**config.mk**
```make
export PLATFORM = sky130hd
export DESIGN_NAME = dmem_arbiter
export DESIGN_NICKNAME = d
export VERILOG_FILES = /design/src/rtl/dmem_arbiter.sv
export SDC_FILE = /design/constraint.sdc
export NUM_CORES = 1
export LEC_CHECK = 0
export ABC_AREA = 0
export BUFFER_PORTS_ARGS = -buffer_cell sky130_fd_sc_hd__buf_2
export CAP_MARGIN = 20
export CORE_AREA = 2 2 117 119
export DETAILED_ROUTE_END_ITERATION = 7
export DIE_AREA = 0 0 119 121
export GPL_ROUTABILITY_DRIVEN = 0
export SYNTH_ARGS = -nofsm -noshare
export SYNTH_HDL_FRONTEND = slang
export SYNTH_SLANG_ARGS = --single-unit
```
**constraint.sdc**
```tcl
create_clock -name clk -period 2.5 [get_ports clk]
set_input_delay 0.25 -clock clk [delete_from_list [all_inputs] [get_ports clk]]
set_output_delay 0.25 -clock clk [all_outputs]
set_load 0.05 [all_outputs]
```
**src/rtl/dmem_arbiter.sv**
```systemverilog
// Two-port round-robin arbiter for a single-ported, synchronous-read data RAM.
// Supports a bounded lock for atomic sequences, checks range and alignment, and routes read data.
module dmem_arbiter #(
  parameter int unsigned MEM_BYTES = 2048,
  parameter int unsigned LOCK_MAX  = 4
) (
  input  logic        clk,
  input  logic        rst,
  input  logic        p0_req,
  input  logic        p0_we,
  input  logic        p0_lock,
  input  logic [31:0] p0_addr,
  input  logic [31:0] p0_wdata,
  output logic        p0_gnt,
  output logic        p0_rvalid,
  output logic [31:0] p0_rdata,
  output logic        p0_err,
  input  logic        p1_req,
  input  logic        p1_we,
  input  logic        p1_lock,
  input  logic [31:0] p1_addr,
  input  logic [31:0] p1_wdata,
  output logic        p1_gnt,
  output logic        p1_rvalid,
  output logic [31:0] p1_rdata,
  output logic        p1_err,
  output logic [31:0] mem_addr,
  output logic [31:0] mem_wdata,
  output logic        mem_we,
  input  logic [31:0] mem_rdata
);

  localparam int unsigned      CNT_W     = $clog2(LOCK_MAX) + 1;
  localparam logic [CNT_W-1:0] CNT_SAT   = CNT_W'(LOCK_MAX - 1);
  localparam logic [31:0]      MEM_LIMIT = 32'(MEM_BYTES);

  logic             last;
  logic             own_valid;
  logic             own_port;
  logic [CNT_W-1:0] lock_cnt;
  logic             rsp_valid;
  logic             rsp_port;
  logic             rsp_err;

  logic        owner_req;
  logic        owner_lock;
  logic        other_req;
  logic        hold;
  logic        gnt_any;
  logic        gnt_port;
  logic        sel_we;
  logic [31:0] sel_addr;
  logic [31:0] sel_wdata;
  logic        fault;

  // Grant decision: lock hold first, then single requester, then round-robin tie-break.
  always_comb begin
    owner_req  = own_port ? p1_req  : p0_req;
    owner_lock = own_port ? p1_lock : p0_lock;
    other_req  = own_port ? p0_req  : p1_req;
    hold       = own_valid & owner_req & owner_lock & ~(other_req & (lock_cnt == CNT_SAT));
    gnt_any    = 1'b0;
    gnt_port   = 1'b0;
    if (rst) begin
      gnt_any = 1'b0;
    end else if (hold) begin
      gnt_any  = 1'b1;
      gnt_port = own_port;
    end else if (p0_req & p1_req) begin
      gnt_any  = 1'b1;
      gnt_port = ~last;
    end else if (p0_req | p1_req) begin
      gnt_any  = 1'b1;
      gnt_port = p1_req;
    end
  end

  // Mux the granted command onto the RAM; faulting writes are suppressed.
  always_comb begin
    sel_we    = gnt_port ? p1_we    : p0_we;
    sel_addr  = gnt_port ? p1_addr  : p0_addr;
    sel_wdata = gnt_port ? p1_wdata : p0_wdata;
    fault     = (sel_addr >= MEM_LIMIT) | (sel_addr[1:0] != 2'b00);
    mem_addr  = gnt_any ? sel_addr  : 32'h0;
    mem_wdata = gnt_any ? sel_wdata : 32'h0;
    mem_we    = gnt_any & sel_we & ~fault;
  end

  assign p0_gnt    = gnt_any & ~gnt_port;
  assign p1_gnt    = gnt_any & gnt_port;
  assign p0_rvalid = rsp_valid & ~rsp_port;
  assign p1_rvalid = rsp_valid & rsp_port;
  assign p0_err    = rsp_err & ~rsp_port;
  assign p1_err    = rsp_err & rsp_port;
  assign p0_rdata  = (p0_rvalid & ~rsp_err) ? mem_rdata : 32'h0;
  assign p1_rdata  = (p1_rvalid & ~rsp_err) ? mem_rdata : 32'h0;

  always_ff @(posedge clk or posedge rst) begin
    if (rst) begin
      last      <= 1'b1;
      own_valid <= 1'b0;
      own_port  <= 1'b0;
      lock_cnt  <= '0;
      rsp_valid <= 1'b0;
      rsp_port  <= 1'b0;
      rsp_err   <= 1'b0;
    end else begin
      own_valid <= gnt_any;
      if (gnt_any) begin
        last     <= gnt_port;
        own_port <= gnt_port;
      end
      // Counter only survives consecutive lock-held grants to the same owner.
      if (gnt_any & hold)
        lock_cnt <= (lock_cnt == CNT_SAT) ? lock_cnt : lock_cnt + CNT_W'(1);
      else
        lock_cnt <= '0;
      rsp_valid <= gnt_any & ~sel_we;
      rsp_port  <= gnt_port;
      rsp_err   <= gnt_any & fault;
    end
  end

endmodule

```
# == Word-level counts from Yosys, hierarchy flattened ==
# Cells that the tools add are included.
# op_classes
order_cmp,1
add_sub_neg,1
muxes,20
bitwise,27
n_reduce_logical,1
eq_ne,2
# ops
op,count
$mux W32,6
$ge A32 B12 Y1 const B,1
$and A1 B1 Y1,18
$mux W1,12
$not A1 Y1,7
$mux W3,2
$add A3 B1 Y3 const B,1
$eq A3 B2 Y1 const B,1
$ne A2 B2 Y1 const B,1
$or A1 B1 Y1,2
$reduce_bool A2 Y1,1
# word_totals
input_bits,168
ff_bits,9
wordCells,59
output_inout_bits,135

# == Depth between registers and ports, before layout ==
# depth
ltp_word,11
ltp_mapped,10
mapped_depth_nobuf,6

# == Least setup slack after synthesis ==
# No wires, ideal clock.
# synth_timing
path_kind,register to output
startpoint,register lock_cnt[0]
endpoint,output mem_wdata[30]
arrival_time_ns,2.900
required_ns,2.250
n_path_buf,3
setup_slack_ns,-0.650
path_stages_with_launch,9
path_cell_list,dfrtp_1 ha_1 ha_1 clkbuf_1 a221o_1 a22o_1 buf_6 clkbuf_1 o21ai_0
# synth_between
elab_chain_len,8
elab_cells_between_ends,10
cone_classes,eq/ne: 1; mux: 6; bitwise: 3
# synth_rtl
item,line_no,text
start: declaration,40,logic [CNT_W-1:0] lock_cnt;
start signal: assignment,115,lock_cnt <= (lock_cnt == CNT_SAT) ? lock_cnt : lock_cnt + CNT_W'(1);
$eq A3 B2 Y1 *,61,hold = own_valid & owner_req & owner_lock & ~(other_req & (lock_cnt == CNT_SAT));
$and A1 B1 Y1 *,61,
$not A1 Y1 *,61,
$and A1 B1 Y1 *,61,
$mux W1,66,end else if (hold) begin
$mux W1,64,if (rst) begin
$mux W32,82,sel_wdata = gnt_port ? p1_wdata : p0_wdata;
$mux W32 *,85,mem_wdata = gnt_any ? sel_wdata : 32'h0;
end: declaration,28,"output logic [31:0] mem_wdata,"
# Every way passes the cells marked *; elsewhere a longest branch is shown, timed or not.

# == Worst setup path after layout ==
# layout_timing
startpoint,register lock_cnt[1]
endpoint,output mem_we
# layout_between
elab_chain_len,11
elab_cells_between_ends,16
cone_classes,order compare: 1; eq/ne: 1; mux: 6; bitwise: 7; reduce/logical: 1
# layout_rtl
item,line_no,text
$eq A3 B2 Y1 *,61,
$and A1 B1 Y1 *,61,
$not A1 Y1 *,61,
$and A1 B1 Y1 *,61,
$mux W1,66,
$mux W1,64,
$mux W32,81,sel_addr = gnt_port ? p1_addr : p0_addr;
$ge A32 B12 Y1 / $reduce_bool A2 Y1 (equally long branches),83,fault = (sel_addr >= MEM_LIMIT) | (sel_addr[1:0] != 2'b00);
$or A1 B1 Y1,83,
$not A1 Y1,86,mem_we = gnt_any & sel_we & ~fault;
$and A1 B1 Y1 *,86,
end: declaration,29,"output logic mem_we,"
# Marks and branches as above.

==> results.py <==
metrics = {
    "timing": {
        "tightestPinTransition_ns": 0.468,
        "final.setup.worst_slack_ns": -0.196,
        "finalMaxSlewViolations": 0,
        "fmaxAchievable_mhz": 371,
        "max_slew_margin_pct": 68.6,
        "timing.final.crit_share_pct": 108,
        "unrepaired_setup_endpoints_after_global_routing": "true",
        "fin_worst_skew_ns": 0.000473,
        "final_setup_fails": 54,
        "hold_viol_final": 0,
        "finalCriticalPeriod_ns": 2.70,
    },
    "worst_setup_path": {
        "category_of_the_worst_setup_path_launch_point": "register",
        "crit_path_end_kind": "output port",
        "worstPathBufferInverterCount": 1,
        "critical_path_s_top_delay_family": "compound AO/OA/AOI/OAI gates",
        "rrSetupSlack_ns": 0.34,
        "worstPathMaxFanout": 4,
        "timing.setup.critical_path_class": "register to output port",
        "critical_path.max_stage_delay_ns": 0.50,
        "crit_chain": "ha_2 -> ha_4 -> a221o_1 -> a22o_4 -> or4_4 -> a21oi_4 -> buf_12",
        "worstReg2RegEnd": "own_port",
        "cp_data_required_time_ns": 2.25,
        "critPathCapture": "mem_we",
        "crit_path_start": "lock_cnt[1]",
        "cp_slowest_cell": "sky130_fd_sc_hd__or4_4",
        "reg2reg_from": "lock_cnt[1]",
        "instance_count_on_the_critical_path": 7,
        "worst_ep_arrival_time_ns": 2.45,
        "r2r.worst_path.cells": 9,
    },
    "clocking": {
        "worst_path_clk_slew_ns": 0.04,
        "cts_max_path_buffers": 2,
        "cts_num_sinks": 9,
        "clk_root_buffer_cell": "sky130_fd_sc_hd__clkbuf_16",
        "tritoncts": "yes",
        "cts.htree.levels": 1,
        "postCtsHoldBufs": 0,
        "worst_skew_pair_later_pin_latency_ns": 0.23,
        "cts-buffers-inserted": 3,
    },
    "synthesis": {
        "average_cell_area_after_synthesis_um2": 5.43,
        "synth_area_um2": 1920,
        "synthesis.nets": 524,
        "ys_seq_area_share_pct": 11.8,
        "synthCells": 354,
        "ys_ff_latch": 9,
        "synth-warning-count": 0,
        "netlist-cell-type-count": 32,
    },
    "floorplan": {
        "die_height_um": 121,
        "chipWidth_um": 119,
        "boundaryPins": 303,
        "floorplan.die_area_um2": 14400,
        "fp-row-count": 42,
        "fp.coreArea_um2": 13100,
        "initial_core_util_pct": 14.7,
    },
    "power_and_ir_drop": {
        "switching_share_of_power_pct": 50.6,
        "p_leak_nw": 3.05,
        "power.switching_mw": 1.21,
        "vdd.ir_drop.worst_v": 0.000180,
        "clock_power_share_pct": 11.8,
        "p_comb_share_pct": 80.9,
        "seq_power_share_pct": 7.3,
        "intPower_mw": 1.18,
        "power_per_cell_area_nw_per_um2": 412,
    },
    "layout": {
        "layout.core_utilization_pct": 44.3,
        "final_layout_size_suffix_gt1_share_pct": 71.6,
        "antennaDiodeCount": 0,
        "commonest_cells_after_routing_fill_and_taps_aside": "236 x sky130_fd_sc_hd__buf_2, 79 x sky130_fd_sc_hd__nand2_1, 74 x sky130_fd_sc_hd__buf_6",
        "fillCellCount": 1283,
        "finish.net_count": 864,
        "area.growth.synth_to_final_pct": 201,
        "finish.cell_count_without_fillers": 869,
        "layout.cells.most_common": "sky130_fd_sc_hd__buf_2",
    },
    "place": {
        "placedCellCount": 839,
        "post-dp-hpwl_mm": 8.89,
        "buffer_ports.inserted": 302,
    },
    "detailed_routing": {
        "detail-route-antenna-nets": 0,
        "first_iter_violations": 90,
        "detail_route.vias_per_cell": 4.29,
        "drt-wirelength-per-cell_um": 14.7,
        "postRouteWirelength_mm": 12.8,
        "vias": 3729,
        "drt_pass1_iterations": 4,
        "drc_violations_left": 0,
    },
    "global_routing": {
        "grt_overflow": 0,
        "antenna_found_initial": 0,
        "gr-usage-all-layers_pct": 14.9,
        "wire_length_of_the_first_global_routing_pass_mm": 17.4,
        "first_global_vias": 3527,
        "pin_count_of_the_biggest_net_entering_global_routing": 33,
    },
    "job": {
        "maxCapViolations": 0,
    },
    "status": {
        "status": "finished with violations",
        "violations": "setup timing",
    },
    "min_path": {
        "hp-class": "input port to async pin",
    },
}
## power groups by stage
stage / clock [mW] / sequential [mW] / combinational [mW]
after detailed placement: 0 / 0.176 / 1.34
final: 0.281 / 0.174 / 1.93
after CTS: 0.284 / 0.174 / 1.79
after global placement: 0 / 0.176 / 1.33
after global routing: 0.297 / 0.177 / 2.02
after floorplan: 0 / 0.176 / 0.894
## cells by family (layout without fill, tap and decap cells)
kind of cell    Yosys count  in the layout  synth area share [%]
buf+inv                  33            372                  7.10
fa+ha+maj                 2              2                  1.30
xor+xnor                  1              1                 0.456
mux                       2              2                  1.30
simple gates            230            230                  56.5
flops                     9              9                  11.8
compound gates           77             77                  21.5
## cell usage after synthesis, drive strengths merged
cell type    n  share of area [%]
nand2      133                 26
and2        66                 21
o21ai       66                 17
clkbuf      24                4.7
nor4        10                3.3
dfrtp        8                 10
nor2         8                1.6
buf          5                1.6
inv          4               0.78
a21o         3                1.2
a21oi        2               0.52
a22o         2               0.91
ha           2                1.3
nand3        2               0.52
nand4        2               0.65
nor2b        2               0.65
nor3         2               0.52
a211oi       1               0.39
a221o        1               0.52
a221oi       1               0.46
and3         1               0.33
and3b        1               0.46
dfstp        1                1.4
mux2         1               0.78
mux2i        1               0.52
nand2b       1               0.33
nor3b        1               0.39
o31ai        1               0.39
or4          1               0.39
xor2         1               0.46
## state kept, by name, indices dropped and copies added (netlist names)
register and cells:
last 1, lock_cnt 3, own_port 1, own_valid 1, rsp_err 1, rsp_port 1, rsp_valid 1
## layout make-up
cell class / instances / area [µm²] / area share [%]
inverters: 4 / 15.0 / 0.259
multi-input cells: 312 / 2390 / 41.3
clock buffers: 4 / 78.8 / 1.36
repair buffers: 364 / 2860 / 49.3
well taps: 176 / 220 / 3.80
flip-flops and latches: 9 / 226 / 3.91
## worst min path at each step
| stage | to | slack, ns | cells past startpoint | from |
|---|---|---|---|---|
| 6_report | own_port | 0.03 | 3 | rst |
| 3_5_place_dp | own_port | 0.26 | 3 | rst |
| 4_1_cts | own_port | 0.02 | 3 | rst |
| 5_1_grt | own_port | 0.05 | 3 | rst |
| 2_1_floorplan | lock_cnt[0] | 0.09 | 1 | rst |
| 3_3_place_gp | own_port | 0.25 | 3 | rst |
## metal layers
layer / GRT usage [%] / part of all wire [%]
met5: 0 / 0
met4: 2.08 / 0.42
met3: 3.38 / 6.5
met2: 29.9 / 56
met1: 16.1 / 37
## through the flow
stage / TNS [ns] / setup WS, ns / hold slack, ns / power, mW / cell area, µm²
floorplan: -9.32 / -0.206 / 0.0892 / 1.07 / 2160
global placement: -0.0392 / -0.0268 / 0.250 / 1.51 / 4160
detailed placement: -0.100 / -0.0505 / 0.258 / 1.52 / 4160
CTS: -6.52 / -0.223 / 0.0242 / 2.25 / 5370
global route: -7.84 / -0.269 / 0.0455 / 2.49 / 5790
finish: -3.96 / -0.196 / 0.0271 / 2.39 / 5790
## worst min-delay path, delay by kind of cell
| family | cells | cell delay, ns |
|---|---|---|
| buf+inv | 3 | 0.35 |
## repair_timing
action,CTS,global route
resized for setup,228,81
pin swaps,37,43
endpoints found under the setup margin,64,66
cloned,7,5
setup buffers,15,3
(Power assumes the default switching activity.)
